===== src/rtl/vx_cache_arb_rr.sv =====
// vx_cache_arb_rr: N-way request arbiter in front of a single dcache port.
// Requests are granted round-robin or by fixed priority. They pass through a
// two-entry skid buffer with registered outputs. Reads are credit-limited per
// requester. Responses are routed back using select bits held in the tag LSBs.

module vx_cache_arb_rr #(
    parameter int NUM_REQS      = 2,
    parameter int LANES         = 4,
    parameter int DATA_SIZE     = 4,
    parameter int ADDR_WIDTH    = 30,
    parameter int TAG_IN_WIDTH  = 8,
    parameter int ARB_RR        = 1,
    parameter int MAX_PENDING   = 4,
    parameter int SEL_BITS      = (NUM_REQS > 1) ? $clog2(NUM_REQS) : 0,
    parameter int TAG_OUT_WIDTH = TAG_IN_WIDTH + SEL_BITS
) (
    input  logic                                      clk,
    input  logic                                      reset,
    input  logic [NUM_REQS*LANES-1:0]                 req_valid_in,
    input  logic [NUM_REQS-1:0]                       req_rw_in,
    input  logic [NUM_REQS*LANES*DATA_SIZE-1:0]       req_byteen_in,
    input  logic [NUM_REQS*LANES*ADDR_WIDTH-1:0]      req_addr_in,
    input  logic [NUM_REQS*LANES*DATA_SIZE*8-1:0]     req_data_in,
    input  logic [NUM_REQS*TAG_IN_WIDTH-1:0]          req_tag_in,
    output logic [NUM_REQS-1:0]                       req_ready_in,
    output logic [LANES-1:0]                          req_valid_out,
    output logic                                      req_rw_out,
    output logic [LANES*DATA_SIZE-1:0]                req_byteen_out,
    output logic [LANES*ADDR_WIDTH-1:0]               req_addr_out,
    output logic [LANES*DATA_SIZE*8-1:0]              req_data_out,
    output logic [TAG_OUT_WIDTH-1:0]                  req_tag_out,
    input  logic                                      req_ready_out,
    input  logic                                      rsp_valid_in,
    input  logic [LANES-1:0]                          rsp_tmask_in,
    input  logic [LANES*DATA_SIZE*8-1:0]              rsp_data_in,
    input  logic [TAG_OUT_WIDTH-1:0]                  rsp_tag_in,
    output logic                                      rsp_ready_in,
    output logic [NUM_REQS-1:0]                       rsp_valid_out,
    output logic [NUM_REQS*LANES-1:0]                 rsp_tmask_out,
    output logic [NUM_REQS*LANES*DATA_SIZE*8-1:0]     rsp_data_out,
    output logic [NUM_REQS*TAG_IN_WIDTH-1:0]          rsp_tag_out,
    input  logic [NUM_REQS-1:0]                       rsp_ready_out
);

    localparam int SEL_W = (SEL_BITS > 0) ? SEL_BITS : 1;
    localparam int CNT_W = $clog2(MAX_PENDING + 1);
    localparam int BE_W  = LANES * DATA_SIZE;
    localparam int AD_W  = LANES * ADDR_WIDTH;
    localparam int DT_W  = LANES * DATA_SIZE * 8;
    localparam int ENT_W = LANES + 1 + BE_W + AD_W + DT_W + TAG_OUT_WIDTH;

    // Arbitration state
    logic [SEL_W-1:0]                 ptr_q, ptr_d;
    logic [NUM_REQS-1:0]              eligible_s;
    logic [NUM_REQS-1:0]              grant_s;
    logic                             grant_found_s;
    logic [SEL_W-1:0]                 grant_idx_s;
    logic                             accept_s;

    // Selected request fields
    logic [LANES-1:0]                 sel_valid_s;
    logic                             sel_rw_s;
    logic [BE_W-1:0]                  sel_byteen_s;
    logic [AD_W-1:0]                  sel_addr_s;
    logic [DT_W-1:0]                  sel_data_s;
    logic [TAG_IN_WIDTH-1:0]          sel_tag_s;
    logic [TAG_OUT_WIDTH-1:0]         new_tag_s;
    logic [ENT_W-1:0]                 new_ent_s;

    // Skid buffer: ent0 is always the head
    logic [ENT_W-1:0]                 ent0_q, ent0_d;
    logic [ENT_W-1:0]                 ent1_q, ent1_d;
    logic [1:0]                       cnt_q, cnt_d;
    logic                             buf_full_s;
    logic                             pop_s;
    logic [LANES-1:0]                 head_valid_s;

    // Outstanding read credits
    logic [NUM_REQS-1:0][CNT_W-1:0]   pend_q, pend_d;
    logic [NUM_REQS-1:0]              pend_inc_s;
    logic [NUM_REQS-1:0]              pend_dec_s;

    // Response routing
    logic [SEL_W-1:0]                 rsp_sel_s;
    logic [NUM_REQS-1:0]              rsp_hit_s;
    logic                             rsp_fire_s;

    // Eligibility: some lane valid, and either a write or a read with a free credit
    always_comb begin
        eligible_s = '0;
        for (int i = 0; i < NUM_REQS; i++) begin
            eligible_s[i] = (|req_valid_in[i*LANES +: LANES])
                          && (req_rw_in[i] || (pend_q[i] < CNT_W'(MAX_PENDING)));
        end
    end

    // Grant: RR searches upward from ptr then wraps; fixed picks the lowest index
    always_comb begin
        grant_found_s = 1'b0;
        grant_idx_s   = '0;
        if (ARB_RR != 0) begin
            for (int i = 0; i < NUM_REQS; i++) begin
                if (!grant_found_s && eligible_s[i] && (SEL_W'(i) >= ptr_q)) begin
                    grant_found_s = 1'b1;
                    grant_idx_s   = SEL_W'(i);
                end else begin
                end
            end
        end else begin
        end
        for (int i = 0; i < NUM_REQS; i++) begin
            if (!grant_found_s && eligible_s[i]) begin
                grant_found_s = 1'b1;
                grant_idx_s   = SEL_W'(i);
            end else begin
            end
        end
    end

    // One-hot grant and handshake; nothing is accepted while the buffer is full or in reset
    always_comb begin
        grant_s = '0;
        for (int i = 0; i < NUM_REQS; i++) begin
            grant_s[i] = grant_found_s && (grant_idx_s == SEL_W'(i));
        end
        buf_full_s   = (cnt_q == 2'd2);
        accept_s     = grant_found_s && !buf_full_s && !reset;
        req_ready_in = grant_s & {NUM_REQS{!buf_full_s && !reset}};
    end

    // Mux the granted requester's fields
    always_comb begin
        sel_valid_s  = '0;
        sel_rw_s     = 1'b0;
        sel_byteen_s = '0;
        sel_addr_s   = '0;
        sel_data_s   = '0;
        sel_tag_s    = '0;
        for (int i = 0; i < NUM_REQS; i++) begin
            if (grant_s[i]) begin
                sel_valid_s  = req_valid_in[i*LANES +: LANES];
                sel_rw_s     = req_rw_in[i];
                sel_byteen_s = req_byteen_in[i*BE_W +: BE_W];
                sel_addr_s   = req_addr_in[i*AD_W +: AD_W];
                sel_data_s   = req_data_in[i*DT_W +: DT_W];
                sel_tag_s    = req_tag_in[i*TAG_IN_WIDTH +: TAG_IN_WIDTH];
            end else begin
            end
        end
    end

    // Append the requester index below the tag so responses can find their way home
    generate
        if (SEL_BITS > 0) begin : g_tag_sel
            assign new_tag_s = {sel_tag_s, grant_idx_s};
            assign rsp_sel_s = rsp_tag_in[SEL_BITS-1:0];
        end else begin : g_tag_pass
            assign new_tag_s = sel_tag_s;
            assign rsp_sel_s = '0;
        end
    endgenerate

    assign new_ent_s = {sel_valid_s, sel_rw_s, sel_byteen_s, sel_addr_s, sel_data_s, new_tag_s};

    // Skid buffer next state: push behind the head, pop shifts ent1 forward
    always_comb begin
        pop_s  = (cnt_q != 2'd0) && req_ready_out;
        ent0_d = ent0_q;
        ent1_d = ent1_q;
        cnt_d  = cnt_q;
        case ({accept_s, pop_s})
            2'b10: begin
                if (cnt_q == 2'd0) begin
                    ent0_d = new_ent_s;
                end else begin
                    ent1_d = new_ent_s;
                end
                cnt_d = cnt_q + 2'd1;
            end
            2'b01: begin
                ent0_d = ent1_q;
                cnt_d  = cnt_q - 2'd1;
            end
            2'b11: begin
                if (cnt_q == 2'd1) begin
                    ent0_d = new_ent_s;
                end else begin
                    ent0_d = ent1_q;
                    ent1_d = new_ent_s;
                end
            end
            default: begin
                cnt_d = cnt_q;
            end
        endcase
    end

    // RR pointer moves past the winner only when a request is actually taken
    always_comb begin
        ptr_d = ptr_q;
        if (accept_s) begin
            if (grant_idx_s == SEL_W'(NUM_REQS - 1)) begin
                ptr_d = '0;
            end else begin
                ptr_d = grant_idx_s + SEL_W'(1);
            end
        end else begin
        end
    end

    // Response routing: decode the select bits, broadcast the payload
    always_comb begin
        rsp_hit_s = '0;
        for (int i = 0; i < NUM_REQS; i++) begin
            rsp_hit_s[i] = (rsp_sel_s == SEL_W'(i));
        end
        rsp_ready_in  = |(rsp_hit_s & rsp_ready_out);
        rsp_fire_s    = rsp_valid_in && rsp_ready_in && !reset;
        rsp_valid_out = rsp_hit_s & {NUM_REQS{rsp_valid_in && !reset}};
        rsp_tmask_out = {NUM_REQS{rsp_tmask_in}};
        rsp_data_out  = {NUM_REQS{rsp_data_in}};
        rsp_tag_out   = {NUM_REQS{rsp_tag_in[TAG_OUT_WIDTH-1 -: TAG_IN_WIDTH]}};
    end

    // Credit counters: accepted reads take a credit, delivered responses return one
    always_comb begin
        pend_d     = pend_q;
        pend_inc_s = '0;
        pend_dec_s = '0;
        for (int i = 0; i < NUM_REQS; i++) begin
            pend_inc_s[i] = accept_s && grant_s[i] && !req_rw_in[i];
            pend_dec_s[i] = rsp_fire_s && rsp_hit_s[i];
            case ({pend_inc_s[i], pend_dec_s[i]})
                2'b10:   pend_d[i] = pend_q[i] + CNT_W'(1);
                2'b01:   pend_d[i] = pend_q[i] - CNT_W'(1);
                default: pend_d[i] = pend_q[i];
            endcase
        end
    end

    // State registers with synchronous reset
    always_ff @(posedge clk) begin
        if (reset) begin
            ptr_q  <= '0;
            cnt_q  <= 2'd0;
            ent0_q <= '0;
            ent1_q <= '0;
            pend_q <= '0;
        end else begin
            ptr_q  <= ptr_d;
            cnt_q  <= cnt_d;
            ent0_q <= ent0_d;
            ent1_q <= ent1_d;
            pend_q <= pend_d;
        end
    end

    assign {head_valid_s, req_rw_out, req_byteen_out, req_addr_out, req_data_out, req_tag_out} = ent0_q;
    assign req_valid_out = (cnt_q != 2'd0) ? head_valid_s : '0;

    vx_cache_arb_rr_chk #(
        .NUM_REQS    (NUM_REQS),
        .SEL_W       (SEL_W),
        .CNT_W       (CNT_W),
        .MAX_PENDING (MAX_PENDING)
    ) u_chk (
        .clk          (clk),
        .reset        (reset),
        .rsp_valid_in (rsp_valid_in),
        .rsp_sel      (rsp_sel_s),
        .pend_inc     (pend_inc_s),
        .pend_dec     (pend_dec_s),
        .pend         (pend_q)
    );

endmodule

// Protocol checks: legal response select and no credit overflow/underflow
module vx_cache_arb_rr_chk #(
    parameter int NUM_REQS    = 2,
    parameter int SEL_W       = 1,
    parameter int CNT_W       = 3,
    parameter int MAX_PENDING = 4
) (
    input  logic                             clk,
    input  logic                             reset,
    input  logic                             rsp_valid_in,
    input  logic [SEL_W-1:0]                 rsp_sel,
    input  logic [NUM_REQS-1:0]              pend_inc,
    input  logic [NUM_REQS-1:0]              pend_dec,
    input  logic [NUM_REQS-1:0][CNT_W-1:0]   pend
);

    a_sel_legal: assert property (@(posedge clk) disable iff (reset)
        rsp_valid_in |-> (int'(rsp_sel) < NUM_REQS));

    for (genvar g = 0; g < NUM_REQS; g++) begin : g_pend
        a_no_ovf: assert property (@(posedge clk) disable iff (reset)
            !(pend_inc[g] && !pend_dec[g] && (pend[g] == CNT_W'(MAX_PENDING))));
        a_no_udf: assert property (@(posedge clk) disable iff (reset)
            !(pend_dec[g] && !pend_inc[g] && (pend[g] == '0)));
    end

endmodule


===== config.mk =====
export PLATFORM = sky130hd
export DESIGN_NAME = vx_cache_arb_rr
export DESIGN_NICKNAME = d
export VERILOG_FILES = /design/src/rtl/vx_cache_arb_rr.sv
export SDC_FILE = /design/constraint.sdc
export NUM_CORES = 1
export LEC_CHECK = 0
export ABC_AREA = 1
export CORE_AREA = 10 10 478 480
export DETAILED_ROUTE_END_ITERATION = 16
export DIE_AREA = 0 0 488 490
export GPL_TIMING_DRIVEN = 0
export MAX_ROUTING_LAYER = met4
export PLACE_DENSITY_LB_ADDON = 0.15
export SYNTH_ARGS = -nofsm -noshare
export SYNTH_HDL_FRONTEND = slang
export SYNTH_SLANG_ARGS = --single-unit

===== constraint.sdc =====
create_clock -name clk -period 3.4 [get_ports clk]
set_clock_uncertainty 0.05 [all_clocks]
set_input_delay 0.51 -clock clk [delete_from_list [all_inputs] [get_ports clk]]
set_output_delay 0.51 -clock clk [all_outputs]
set_load 0.03 [all_outputs]

# Word level (Yosys, flattened, before mapping)
# Cells that the tools add are included.
dict set report word_totals {
  regBits 565
  out_inout_bits 563
  elab_cells 107
}
dict set report op_classes {
  add_sub_neg 7
  order_cmp 4
  n_eq_ne 12
  muxes 30
  bitwise 5
  reduce_logical 43
}
# cell n
set ops {}
lappend ops {{two-way mux 278 bit} 4}
lappend ops {{case mux 278 bit (3 select lines)} 1}
lappend ops {{case mux 278 bit (2 select lines)} 1}
lappend ops {{two-way mux 128 bit} 2}
lappend ops {{two-way mux 120 bit} 2}
lappend ops {{two-way mux 16 bit} 2}
lappend ops {{logical AND 1 bit} 22}
lappend ops {{two-way mux 8 bit} 2}
lappend ops {{two-way mux 4 bit} 3}
lappend ops {{case mux 3 bit (2 select lines)} 2}
lappend ops {{equality test 2 bit (second input constant)} 5}
lappend ops {{two-way mux 1 bit} 10}
lappend ops {{nonzero test 2 bit} 5}
lappend ops {{equality test 2 x 1 -> 1 bit (second input constant)} 4}
lappend ops {{OR reduction 4 bit} 2}
lappend ops {{logical NOT 1 bit} 7}
lappend ops {{adder 3 x 1 -> 3 bit (second input constant)} 2}
lappend ops {{AND 2 bit} 3}
lappend ops {{less-than comparator 3 bit (second input constant)} 2}
lappend ops {{inequality test 2 bit (second input constant)} 3}
lappend ops {{subtractor 3 x 1 -> 3 bit (second input constant)} 2}
lappend ops {{case mux 2 bit (2 select lines)} 1}
lappend ops {{AND reduction 3 bit} 1}
lappend ops {{nonzero test 3 bit} 1}
lappend ops {{other kinds (9)} 12}

# Depth between registers and ports, before layout
dict set report logic_depth {
  ltp_word 21
  mapped_depth 18
  depth_no_buf 15
}

# Least setup slack after synthesis
# Ideal clock, no wire load.
dict set report synth_path {
  path_kind {input to register}
  start {input port req_valid_in[3]}
  end {register pend_q[4] (netlist bit)}
  setup_time_ns 0.065
  t_arrival_ns 2.667
  path_slack_ns 0.618
  cell_stages 15
  n_path_buf 3
  cell_sequence {nor2_1 > nand2_1 > nand3_1 > nand2_2 > buf_6 > buf_8 > buf_4 > nor2_1 > nand2_1 > ha_1 > inv_1 > fa_1 > nor2_1 > a21oi_1 > nor2_1}
}
dict set report synth_between {
  elab_chain_cells 20
  word_cells_on_any_way 26
}
# item line
set synth_rtl {}
lappend synth_rtl {{start: declaration} 19} ;# input logic [NUM_REQS*LANES-1:0] req_valid_in,
lappend synth_rtl {{OR reduction 4 bit (*)} 92} ;# eligible_s[i] = (|req_valid_in[i*LANES +: LANES])
lappend synth_rtl {{logical AND 1 bit (*)} 93} ;# && (req_rw_in[i] || (pend_q[i] < CNT_W'(MAX_PENDING)));
lappend synth_rtl {{logical AND 1 bit} 103} ;# if (!grant_found_s && eligible_s[i] && (SEL_W'(i) >= ptr_q)) begin
lappend synth_rtl {{two-way mux 1 bit} 103}
lappend synth_rtl {{logical NOT 1 bit} 103}
lappend synth_rtl {{logical AND 1 bit (2 in a row)} 103}
lappend synth_rtl {{two-way mux 1 bit} 103}
lappend synth_rtl {{logical NOT 1 bit} 112} ;# if (!grant_found_s && eligible_s[i]) begin
lappend synth_rtl {{logical AND 1 bit} 112}
lappend synth_rtl {{two-way mux 1 bit} 112}
lappend synth_rtl {{logical NOT 1 bit} 112}
lappend synth_rtl {{logical AND 1 bit} 112}
lappend synth_rtl {{two-way mux 1 bit} 112}
lappend synth_rtl {{logical AND 1 bit (2 in a row)} 127} ;# accept_s = grant_found_s && !buf_full_s && !reset;
lappend synth_rtl {{logical AND 1 bit (*) (2 in a row)} 231} ;# pend_inc_s[i] = accept_s && grant_s[i] && !req_rw_in[i];
lappend synth_rtl {{equality test 2 x 1 -> 1 bit / equality test 2 bit (equally long branches)} 233} ;# case ({pend_inc_s[i], pend_dec_s[i]})
lappend synth_rtl {{case mux 3 bit (2 select lines) / nonzero test 2 bit (equally long branches)} -}
lappend synth_rtl {{end signal: assignment} 254} ;# pend_q <= pend_d;
lappend synth_rtl {{end: declaration} 79} ;# logic [NUM_REQS-1:0][CNT_W-1:0] pend_q, pend_d;
# Every way passes the cells marked *; elsewhere a longest branch is shown, timed or not.
# A chain may end at the register's enable or synchronous reset.

# Worst setup path after layout
dict set report layout_path {
  start {register cnt_q[0]}
  end {register ent1_q[106]}
}
dict set report layout_between {
  elab_chain_cells 7
  word_cells_on_any_way 15
}
# item line
set layout_rtl {}
lappend layout_rtl {{start: declaration} 73} ;# logic [1:0] cnt_q, cnt_d;
lappend layout_rtl {{start signal: assignment} 251} ;# cnt_q <= cnt_d;
lappend layout_rtl {{equality test 2 bit} 126} ;# buf_full_s = (cnt_q == 2'd2);
lappend layout_rtl {{logical NOT 1 bit} 127}
lappend layout_rtl {{logical AND 1 bit (2 in a row)} 127}
lappend layout_rtl {{equality test 2 bit} 171} ;# case ({accept_s, pop_s})
lappend layout_rtl {{inequality test 2 bit (no line) / nonzero test 2 bit (equally long branches)} -}
lappend layout_rtl {{AND reduction 3 bit (no line)} -}
lappend layout_rtl {{end signal: assignment} 253} ;# ent1_q <= ent1_d;
lappend layout_rtl {{end: declaration} 72} ;# logic [ENT_W-1:0] ent1_q, ent1_d;
# Parallel ways exist; a longest one is shown, timed or not.

==> summary.md <==
| Metric | Value |
|---|---|
| Run status | `finished, final reports clean` |
| Clock latency on the worst-skew pair | `0.69 ns` |
| Clock buffer depth | `3` |
| Slew HR | `16.2%` |
| Yosys reg bits | `565` |
| Endpoint type of the worst setup path | `flip-flop` |
| Mean number of vias per cell | `3.94` |
| Crit path DAT | `3.81 ns` |
| Vias | `37.0k` |
| Sw frac | `45.5%` |
| Min-delay src | `pend_q[2]` |
| GR met2 Demand/Resource | `28.4%` |
| Core Footprint | `219000 um2` |
| DR pass1 iterations | `7` |
| Finished Core Util | `23.9%` |
| Cell row count | `172` |
| Area grow syn2layout | `51.7%` |
| Met3 Use GR | `3.45%` |
| Hold EP | `pend_q[2]` |
| Int Power | `25300 uW` |
| Top-count cell post-synth | `nand2_1` |
| Setup violators final | `0` |
| EDFF count, synth | `0` |
| Area leader, netlist | `dfxtp_1` |
| Mapped Cells | `5231` |
| Cell variety after synth | `26` |
| Final cycle utilization of the critical path | `94.9%` |
| Slew Limit Fails | `0` |
| Reg-to-reg endpoint | `ent1_q[106]` |
| Fillcell total | `24.6k` |
| DRC | `0` |
| Congestion Overflow GR | `0` |
| Reg2reg setup slack | `0.17 ns` |
| GP Congestion | `0.805` |
| Syn. warnings | `0` |
| GRT Util Overall | `16.2%` |
| Per-cell routed wire length | `21.2 um` |
| DIE AREA | `239000 um2` |
| Top cells by area, synth | `dfxtp_1 33%, buf_4 12%, nand2_1 12%, a21oi_1 12%, inv_1 6.3%` |
| Avg Inst Size Synth | `6.60 um2` |
| Critical path peak fanout | `19` |
| Combinational power share | `57.8%` |
| FF-to-FF path depth | `14` |
| CP Data Required Time | `3.98 ns` |
| Routed Antenna Nets | `0` |
| Nets@finish | `7148` |
| CTS tree | `built` |
| Setup_tns | `0 ns` |
| Vias in the first global route | `37.0k` |
| Die H | `490 um` |
| First-pass GRT wire length | `277000 um` |
| CTS Sinks | `565` |
| Synthesized Nets | `5942` |
| Commonest cells in the netlist | `1126 x nand2_1, 843 x a21oi_1, 579 x inv_1` |
| Ys flop type | `dfxtp_1` |
| RR Startpoint | `cnt_q[0]` |
| CTS root buf | `clkbuf_16` |
| Reg clk slew, reported paths | `0.05 ns` |
| Tmin final | `3.23 ns` |
| Worst Tran Pin Value | `1.26 ns` |
| Die width | `488 um` |
| Routed WL | `199000 um` |
| Leakage | `0.0243 uW` |
| Synthesized cell area | `34500 um2` |
| CTS H-Tree Depth | `3` |
| Share of cells above drive strength 1 | `14.7%` |
| Initial cell density of the core | `15.8%` |
| Setup CP Type | `reg -> reg` |
| CTS buffer count | `81` |
| Synth async-reset ratio | `0%` |
| Max Clk Rate | `0.310 GHz` |
| Sw Pwr | `21100 uW` |
| Met1 Usage GRT | `18.8%` |
| Clock Power Share | `19.9%` |
| DP HPWL | `160000 um` |
| Power per cell area | `885 nW/um2` |
| Type of origin of the critical path | `flip-flop` |
| Hold Crit Depth | `2` |
| DRT iter0 DRCs | `1970` |
| RSZ-0062 raised after global routing | `yes` |
| Largest net degree at the start of global routing | `20` |
| Post-synth top area share | `32.7%` |
| Post-synthesis sequential area ratio | `32.7%` |
| Busiest layer in global routing | `met2` |
| Initial antenna violation count | `37` |
| Io pins | `1264` |
| Worst ir drop on vdd | `0.351 mV` |
| IO Port Bufs | `1122` |
| Reg power frac | `22.3%` |
| Hold Vio Cnt, Final | `0` |
| Hold Path Class | `reg -> reg` |
| Max Cap Violations | `0` |
[flip-flops by register name (all words and copies together), names as in the netlist]
name / cells
ptr_q: 1
cnt_q: 2
ent1_q: 278
ent0_q: 278
pend_q: 6
[worst max path at each step]
stage	endpoint	cells past startpoint	slack (ns)	startpoint
5_1_grt	ent0_q[262]	12	-0.006	req_valid_in[7]
3_3_place_gp	ent0_q[270]	16	-1.97	req_valid_in[7]
2_1_floorplan	pend_q[4]	15	0.62	req_valid_in[3]
3_5_place_dp	ent0_q[270]	16	-2.04	req_valid_in[7]
4_1_cts	req_ready_in[0]	10	0.02	req_valid_in[7]
6_report	ent1_q[106]	14	0.17	cnt_q[0]
[metal layers]
| metal | wire length, um | part of all wire, % |
|---|---|---|
| met1 | 82800 | 42 |
| met2 | 99700 | 50 |
| met3 | 12100 | 6.1 |
| met4 | 4340 | 2.2 |
| met5 | 0 | 0 |
[power groups by stage]
| stage | Combinational (uW) | Sequential (uW) | Clock, uW |
|---|---|---|---|
| global placement | 27300 | 10500 | 0 |
| global route | 29500 | 10600 | 9860 |
| CTS | 27500 | 10400 | 9640 |
| finish | 26800 | 10400 | 9250 |
| floorplan | 16800 | 10100 | 0 |
| detailed placement | 27300 | 10500 | 0 |
[worst max-delay path, stage by stage (launching register included)]
cell and delay [ns]:
dfxtp_1 0.34, inv_1 0.08, ha_1 0.21, buf_6 0.14, nor2_4 0.21, inv_4 0.16, buf_8 0.21, ha_1 0.24
nor2_1 0.12, nor2_2 0.07, inv_2 0.20, buf_4 0.34, buf_1 0.48, o21ai_1 0.14, inv_1 0.06
[stage by stage]
stage | cells | instance area (um2) | hold slack (ns) | setup WS (ns) | total power [uW]
6_report | 9390 | 52400 | 0.415 | 0.173 | 46400
5_1_grt | 9384 | 52400 | 0.431 | -0.00602 | 50000
4_1_cts | 9372 | 52300 | 0.369 | 0.0176 | 47500
3_5_place_dp | 9224 | 49400 | 0.407 | -2.04 | 37800
3_3_place_gp | 9224 | 49400 | 0.399 | -1.97 | 37800
2_1_floorplan | 5231 | 34500 | 0.389 | 0.618 | 27000
[repair_timing]
item / in CTS / in global routing
hold buffers: 0 / 0
setup endpoints to repair: 560 / 93
gates resized for setup: 39 / 24
setup buffers: 3 / 0
[cell families after synthesis]
logic type	Yosys count	share of synthesized area (%)
simple gates	1987	25.7
flops	565	32.7
fa+ha+maj	10	0.406
compound gates	1132	16.4
buf+inv	1536	24.8
xor+xnor	1	0.0254
[placed cells by master, fill, tap and decap left out, drive strengths merged, types with 244 or more instances in the layout]
cell              n
buf             835
a21oi           843
nor2            298
clkbuf          244
dfxtp           565
inv             586
nand3b          273
nand2          1128
clkdlybuf4s50  1120
o21ai           288
nand3           286
[cell type report]
class                           count  area, um2  share of cell area, %
Inverter                          585       2200                   4.20
Antenna cell                       18       45.0                 0.0859
Clock buffer                      125       2560                   4.88
Clock inverter                     22        330                  0.630
Buffer                            949       6430                   12.3
Tap cell                         2871       3590                   6.85
Multi-Input combinational cell   3130      14700                   28.1
Timing Repair Buffer             1125      11200                   21.5
Sequential cell                   565      11300                   21.6
Note: power is estimated with default switching activity, not from simulation.
